File: config.mk
export PLATFORM = sky130hd
export DESIGN_NAME = instr_fetch_unit
export DESIGN_NICKNAME = d
export VERILOG_FILES = /design/src/rtl/fetch_pkg.sv /design/src/rtl/fetch_pc_reg.sv /design/src/rtl/instr_fetch_unit.sv
export SDC_FILE = /design/constraint.sdc
export NUM_CORES = 1
export LEC_CHECK = 0
export ABC_AREA = 1
export CORE_MARGIN = 5
export CORE_UTILIZATION = 40
export CTS_CLUSTER_DIAMETER = 80
export DETAILED_ROUTE_END_ITERATION = 16
export PLACE_DENSITY_LB_ADDON = 0.15
export SLEW_MARGIN = 10
export SYNTH_ARGS = -nofsm -noshare
export SYNTH_HDL_FRONTEND = slang
export SYNTH_SLANG_ARGS = --single-unit
File: constraint.sdc
create_clock -name clk -period 3.8 [get_ports clk]
set_input_delay 0.57 -clock clk [delete_from_list [all_inputs] [get_ports clk]]
set_output_delay 0.57 -clock clk [all_outputs]
set_load 0.005 [all_outputs]
File: src/rtl/fetch_pkg.sv
// fetch_pkg: shared widths, reset vector and FSM state encoding for the fetch stage.
package fetch_pkg;
    localparam int DEF_ADDR_W = 16;
    localparam int DEF_INSTR_W = 16;
    localparam logic [15:0] DEF_RESET_PC = 16'h0000;
    typedef enum logic [1:0] {
        S_IDLE  = 2'd0,
        S_WAIT  = 2'd1,
        S_HOLD  = 2'd2,
        S_FLUSH = 2'd3
    } state_t;
endpackage

File: src/rtl/fetch_pc_reg.sv
// fetch_pc_reg: program counter with load-over-increment priority and modulo wrap.
module fetch_pc_reg import fetch_pkg::*; #(
    parameter int ADDR_W = DEF_ADDR_W,
    parameter logic [ADDR_W-1:0] RESET_PC = ADDR_W'(DEF_RESET_PC)
) (
    input  logic              clk,
    input  logic              rst,
    input  logic              load,
    input  logic              inc,
    input  logic [ADDR_W-1:0] target,
    output logic [ADDR_W-1:0] pc
);
    always_ff @(posedge clk or negedge rst) begin
        if (!rst) pc <= RESET_PC;
        else if (load) pc <= target;
        else if (inc) pc <= pc + ADDR_W'(1);
    end
endmodule

File: src/rtl/instr_fetch_unit.sv
// instr_fetch_unit: PC owner, imem req/ack fetcher and instruction register,
// with branch redirects that squash stale in-flight fetches.
module instr_fetch_unit import fetch_pkg::*; #(
    parameter int ADDR_W = DEF_ADDR_W,
    parameter int INSTR_W = DEF_INSTR_W,
    parameter logic [ADDR_W-1:0] RESET_PC = ADDR_W'(DEF_RESET_PC)
) (
    input  logic               clk,
    input  logic               rst,
    output logic               imem_req,
    output logic [ADDR_W-1:0]  imem_addr,
    input  logic               imem_ack,
    input  logic [INSTR_W-1:0] imem_rdata,
    output logic [INSTR_W-1:0] ins,
    output logic               ins_valid,
    output logic [ADDR_W-1:0]  pc,
    input  logic               advance,
    input  logic               ldPC,
    input  logic [ADDR_W-1:0]  branch_target
);
    state_t state, state_n;
    logic req_n, vld_n, pc_load, pc_inc;
    logic [ADDR_W-1:0] addr_n, pend, pend_n, tgt;
    logic [INSTR_W-1:0] ins_n;

    // A same-cycle redirect always beats the parked target
    assign tgt = ldPC ? branch_target : pend;

    fetch_pc_reg #(.ADDR_W(ADDR_W), .RESET_PC(RESET_PC)) u_pc (
        .clk(clk), .rst(rst), .load(pc_load), .inc(pc_inc), .target(tgt), .pc(pc)
    );

    always_comb begin
        state_n = state;
        req_n = imem_req;
        addr_n = imem_addr;
        ins_n = ins;
        vld_n = ins_valid;
        pend_n = pend;
        pc_load = 1'b0;
        pc_inc = 1'b0;
        case (state)
            S_IDLE: begin
                state_n = S_WAIT;
                req_n = 1'b1;
                addr_n = pc;
            end
            S_WAIT: begin
                if (imem_ack && ldPC) begin
                    pc_load = 1'b1;
                    addr_n = branch_target;
                end else if (imem_ack) begin
                    ins_n = imem_rdata;
                    vld_n = 1'b1;
                    req_n = 1'b0;
                    state_n = S_HOLD;
                end else if (ldPC) begin
                    pend_n = branch_target;
                    state_n = S_FLUSH;
                end
            end
            S_HOLD: begin
                if (ldPC || advance) begin
                    pc_load = ldPC;
                    pc_inc = advance;
                    addr_n = ldPC ? branch_target : pc + ADDR_W'(1);
                    vld_n = 1'b0;
                    req_n = 1'b1;
                    state_n = S_WAIT;
                end
            end
            S_FLUSH: begin
                // The outstanding request must complete before the redirect is issued
                pend_n = tgt;
                if (imem_ack) begin
                    pc_load = 1'b1;
                    addr_n = tgt;
                    state_n = S_WAIT;
                end
            end
        endcase
    end

    always_ff @(posedge clk or negedge rst) begin
        if (!rst) begin
            state <= S_IDLE;
            imem_req <= 1'b0;
            imem_addr <= RESET_PC;
            ins <= '0;
            ins_valid <= 1'b0;
            pend <= '0;
        end else begin
            state <= state_n;
            imem_req <= req_n;
            imem_addr <= addr_n;
            ins <= ins_n;
            ins_valid <= vld_n;
            pend <= pend_n;
        end
    end
endmodule

==> Yosys cells after proc, flatten, opt, wreduce, memory -nomap -nowiden <==
Index checks and enable logic that the tools add are counted.
W data, S select, Z words.
{ "totals": {"reg_bits": 68, "in_bits": 37, "output_inout_bits": 50, "word_cells": 63} }
{ "classes": {"n_addsub": 1, "eq_ne": 10, "n_mux": 31, "bitwise": 1, "n_reduce_logical": 13} }
{ "ops": {"columns": ["operator", "count"], "rows": [
  ["$mux W16", 9],
  ["$pmux W16 S4", 1],
  ["$pmux W16 S2", 1],
  ["$add A16 B1 Y16 const B", 1],
  ["$ne A2 B2 Y1 const B", 6],
  ["$reduce_and A4 Y1", 3],
  ["$mux W1", 11],
  ["$mux W2", 5],
  ["$reduce_and A3 Y1", 3],
  ["$pmux W2 S4", 1],
  ["$pmux W1 S3", 2],
  ["$reduce_bool A2 Y1", 3],
  ["$eq A2 B2 Y1 const B", 2],
  ["$ne A3 B3 Y1 const B", 1],
  ["$reduce_bool A3 Y1", 1],
  ["$eq A2 B1 Y1 const B", 1],
  ["$logic_not A2 Y1", 1],
  ["$pmux W1 S2", 1],
  ["$logic_and A1 B1 Y1", 1],
  ["$logic_or A1 B1 Y1", 1],
  ["$not A1 Y1", 1]
]} }

==> Logic depth before layout (Yosys ltp) <==
{ "logic_depth": {"ltp_word": 5, "depth_mapped": 13, "depth_no_buf": 13} }

==> By module <==
Synthesis repeated with hierarchy kept, for this count alone.
{ "hier_totals": {"hier_cells": 628, "area_unflattened_um2": 4251.6} }
{ "modules_own_cells": {"columns": ["mod", "n_inst", "cells_each", "area_per_inst_um2", "seq_area_each_um2"], "rows": [
  ["instr_fetch_unit", 1, 487, 3216.8, 1301.2],
  ["fetch_pc_reg", 1, 141, 1034.7, 400.4]
]} }

==> Least setup slack after synthesis <==
OpenSTA, ideal clock, no wires.
{ "synth_timing": {"path_kind": "in2reg", "start": "in ldPC", "end": "reg u_pc.pc[13]", "setup_ns": 0.129, "t_arrival_ns": 1.479, "required_time_ns": 3.671, "slack_ns": 2.192, "stages": 7, "n_path_buf": 1, "cell_sequence": "o21ai_1 > nor2_4 > a21oi_4 > inv_2 > buf_6 > a21oi_1 > o22ai_1"} }
{ "synth_via": {"elab_chain_cells": 4, "word_cells_on_any_way": 10, "cone_classes": "7 x mux; 3 x reduce/logical"} }
{ "synth_lines": {"columns": ["item", "line_no", "rtl"], "rows": [
  ["start, declared", "instr_fetch_unit.sv:18", "input logic ldPC,"],
  ["$logic_or A1 B1 Y1 or $logic_and A1 B1 Y1 (tied branches)", "instr_fetch_unit.sv:63, instr_fetch_unit.sv:49", null],
  ["$mux W1 (on tied branches)", "instr_fetch_unit.sv:63, instr_fetch_unit.sv:49", null],
  ["$pmux W1 S3 or $mux W1 (tied branches)", "instr_fetch_unit.sv:42", "case (state)"],
  ["$mux W16 or $reduce_bool A2 Y1 (tied branches)", null, null],
  ["end signal, assigned", "fetch_pc_reg.sv:15", "else if (load) pc <= target;"],
  ["end signal, assigned", "fetch_pc_reg.sv:16", "else if (inc) pc <= pc + ADDR_W'(1);"],
  ["end, declared", "fetch_pc_reg.sv:11", "output logic [ADDR_W-1:0] pc"]
]} }
Several ways; a longest one is shown, not always the timed one.
A chain may end at the register's enable or synchronous reset.

==> Final worst setup path <==
{ "layout_timing": {"start": "reg state[1]", "end": "reg imem_addr[6]"} }
{ "layout_via": {"elab_chain_cells": 3, "word_cells_on_any_way": 9, "cone_classes": "6 x eq/ne; 1 x mux; 2 x reduce/logical"} }
{ "layout_lines": {"columns": ["item", "line_no", "rtl"], "rows": [
  ["start, declared", "instr_fetch_unit.sv:21", "state_t state, state_n;"],
  ["start signal, assigned", "instr_fetch_unit.sv:93", "state <= state_n;"],
  ["$eq A2 B1 Y1 or $eq A2 B2 Y1 (tied branches)", "instr_fetch_unit.sv:42", null],
  ["$ne A2 B2 Y1 (no line)", null, null],
  ["$reduce_and A3 Y1 (no line)", null, null],
  ["end signal, assigned", "instr_fetch_unit.sv:95", "imem_addr <= addr_n;"],
  ["end, declared", "instr_fetch_unit.sv:11", "output logic [ADDR_W-1:0] imem_addr,"]
]} }
Several ways; a longest one is shown, not always the timed one.

==> results.sh <==
export IMPL_multiInputGateArea_um2=1870
export IMPL_synth_mux_area_share_pct=5.75
export IMPL_rsz0062_at_grt="false"
export IMPL_layout_commonest_cell="nand2_1"
export IMPL_cp_max_fo=29
export IMPL_leakage_nw=2.31
export IMPL_crit_chain="inv_2 -> nor2_2 -> inv_2 -> nor3_4 -> a21oi_2 -> inv_2 -> a21oi_1 -> nand2_1 -> nand2_1"
export IMPL_worst_skew_pair_late_latency_ps=350
export IMPL_met2_usage_pct=31.4
export IMPL_nets=615
export IMPL_postCtsSetupBuffers=0
export IMPL_drc_errors=0
export IMPL_drv_cap=0
export IMPL_num_vias=3728
export IMPL_finalHoldViolCount=0
export IMPL_slowest_delay_ps=560
export IMPL_antenna_found_initial=0
export IMPL_netlist_top_cells_area="dfrtp_1 (44%), nand2_1 (14%), o21ai_0 (7.7%)"
export IMPL_synth_cell_types=37
export IMPL_use_met3_pct=5.09
export IMPL_top_usage_layer="met2"
export IMPL_path_clk_slew_ps=80
export IMPL_drtIter0Drc=202
export IMPL_synth_fp_nets=536
export IMPL_hold_path_class="in2async"
export IMPL_ys_seq_area_share_pct=43.7
export IMPL_synth_simple_area_share_pct=22.0
export IMPL_drive_above_1_share_pct=9.29
export IMPL_critPathLaunchType="flop"
export IMPL_period_share_pct=66.9
export IMPL_drv_slew=0
export IMPL_critical_path_class="reg2reg"
export IMPL_antenna_cells=0
export IMPL_cts_tree="yes"
export IMPL_cp_end_kind="flop"
export IMPL_ys_ff_latch=68
export IMPL_synth_compound_area_share_pct=18.3
export IMPL_grt_pass1_vias=3684
export IMPL_fin_cells=714
export IMPL_synthXorXnorAreaFrac_pct=1.57
export IMPL_dp_cells=699
export IMPL_io_buffers=86
export IMPL_cp_required_ps=4040
export IMPL_critPathSlowestCell="dfrtp_1"
export IMPL_vias_per_cell=5.22
export IMPL_register_area_um2=1700
export IMPL_synthCells=498
export IMPL_rows=36
export IMPL_clock_skew_ps=8.67
export IMPL_post_drt_wl_per_cell_um=15.6
export IMPL_wl_mm=11.1
export IMPL_final_cell_mix="nand2_1 (144), clkdlybuf4s50_1 (85), dfrtp_1 (68), o21ai_0 (60), inv_1 (38)"
export IMPL_yosysTopAreaCell="dfrtp_1"
export IMPL_grt_overflow=0
export IMPL_synthesis_yosys_warnings=0
export IMPL_cts_made_buffers=9
export IMPL_cts_repair_resized=0
export IMPL_drtAntennaViolNets=0
export IMPL_min_period_ps=2540
export IMPL_layout_setup_ws_ps=1260
export IMPL_setup_violations=0
export IMPL_slew_headroom_pct=32.3
export IMPL_dieArea_um2=11800
export IMPL_io_pins=87
export IMPL_syn2layout_area_growth_pct=29.0
export IMPL_grt_usage_pct=19.9
export IMPL_use_met1_pct=26.0
export IMPL_tightest_slew_ps=1010
export IMPL_cts_root_buf="clkbuf_8"
export IMPL_synthFlopType="dfrtp_1"
export IMPL_cts_sinks=68
export IMPL_start_util_pct=40.4
export IMPL_vdd_drop_max_mv=0.312
export IMPL_place_area_um2=4800
export IMPL_place_gp_congestion=0.881
export IMPL_firstDrtPassIters=4
export IMPL_cts_buffer_depth=2
export IMPL_synth_top_area_share_pct=43.7
export IMPL_p_per_area_nw_per_um2=835
export IMPL_die_x_um=109
export IMPL_grt_max_degree=69
export IMPL_holdWs_ps=397
export IMPL_tns_ps=0
export IMPL_fmax_ghz=0.394
export IMPL_grt_pass1_wl_mm=18.3
export IMPL_synth_enable_flop_cells=0
export IMPL_hpwl_mm=7.81
export IMPL_stdcell_area_um2=5030
export IMPL_crit_top_cell="inv_2"
export IMPL_async_flop_share_pct=100
export IMPL_dieHeight_um=109
export IMPL_run_status="complete, no violations"
export IMPL_place_ws_ps=1150
export IMPL_cts_hold_buffers_added=0
export IMPL_synthesis_area_um2=3890
export IMPL_nFillCells=979
export IMPL_core_um2=9640
export IMPL_synth_avg_cell_area_um2=7.82
export IMPL_synth_top_family_by_area="simple AND/OR/NAND/NOR gates"
export IMPL_h_tree_depth=3
export IMPL_arrival_ps=2780
export IMPL_synth_fa_ha_area_share_pct=0.321
## final cells by class
cell class / count / area share (%)
tap: 133 / 3.31
clock buffer: 11 / 3.01
sequential: 68 / 33.9
clock inverter: 4 / 1.44
multi-input combinational: 362 / 37.3
inverter: 46 / 3.49
timing repair buffer: 90 / 17.6
## cell usage after synthesis, drive strengths merged (3+ instances only)
master	n
nor2	41
clkbuf	4
a21oi	36
inv	46
o22ai	8
xor2	6
nand4	3
o21ai	68
nand3	16
nand2	147
dfrtp	68
mux2	16
a221oi	7
buf	18
## stage by stage
step / power [mW] / utilization, %
floorplan: 2.60 / -
global placement: 3.47 / 49.8
detailed placement: 3.51 / 49.8
CTS: 4.21 / 52.1
global route: 4.54 / 52.1
finish: 4.20 / 52.1
## cells by family (layout without fill, tap and decap cells)
group / Yosys count / count (layout)
fa+ha+maj: 1 / 1
flops: 68 / 68
compound gates: 128 / 128
xor+xnor: 7 / 7
buf+inv: 68 / 151
simple gates: 209 / 209
mux: 17 / 17
## per-layer routing
metal	vias up	routed length, µm
met5	-	0
li1	1806	-
met4	0	196
met2	149	5000
met1	1753	5000
met3	20	929
## final timing paths
kind | end | from | slack (ps) | depth (start not counted)
hold reg to reg | imem_addr[13] | imem_addr[13] | 480 | 2
hold / removal | ins[14] | rst | 400 | 2
setup / recovery | imem_addr[6] | state[1] | 1260 | 9
min in group clk | imem_addr[13] | imem_addr[13] | 480 | 2
max in group asynchronous | ins[11] | rst | 2800 | 2
setup reg to reg | imem_addr[6] | state[1] | 1260 | 9
## state kept, by name (all words and copies together), names as in the netlist
name       flops
imem_addr     16
imem_req       1
ins           16
ins_valid      1
pend          16
state          2
u_pc.pc       16
## critical path, delay by kind of cell, from the launching register on
| family | cells | cell delay (ps) |
|---|---|---|
| AND/OR/NAND/NOR | 4 | 920 |
| flip-flops | 1 | 560 |
| AO/OA/AOI/OAI | 2 | 190 |
| buffers and inverters | 3 | 750 |
## report_power, final
part           internal (mW)  switching (mW)
sequential              1.08           0.281
clock                  0.401           0.286
combinational           1.00            1.14
total                   2.48            1.71
(Power assumes the default switching activity.)
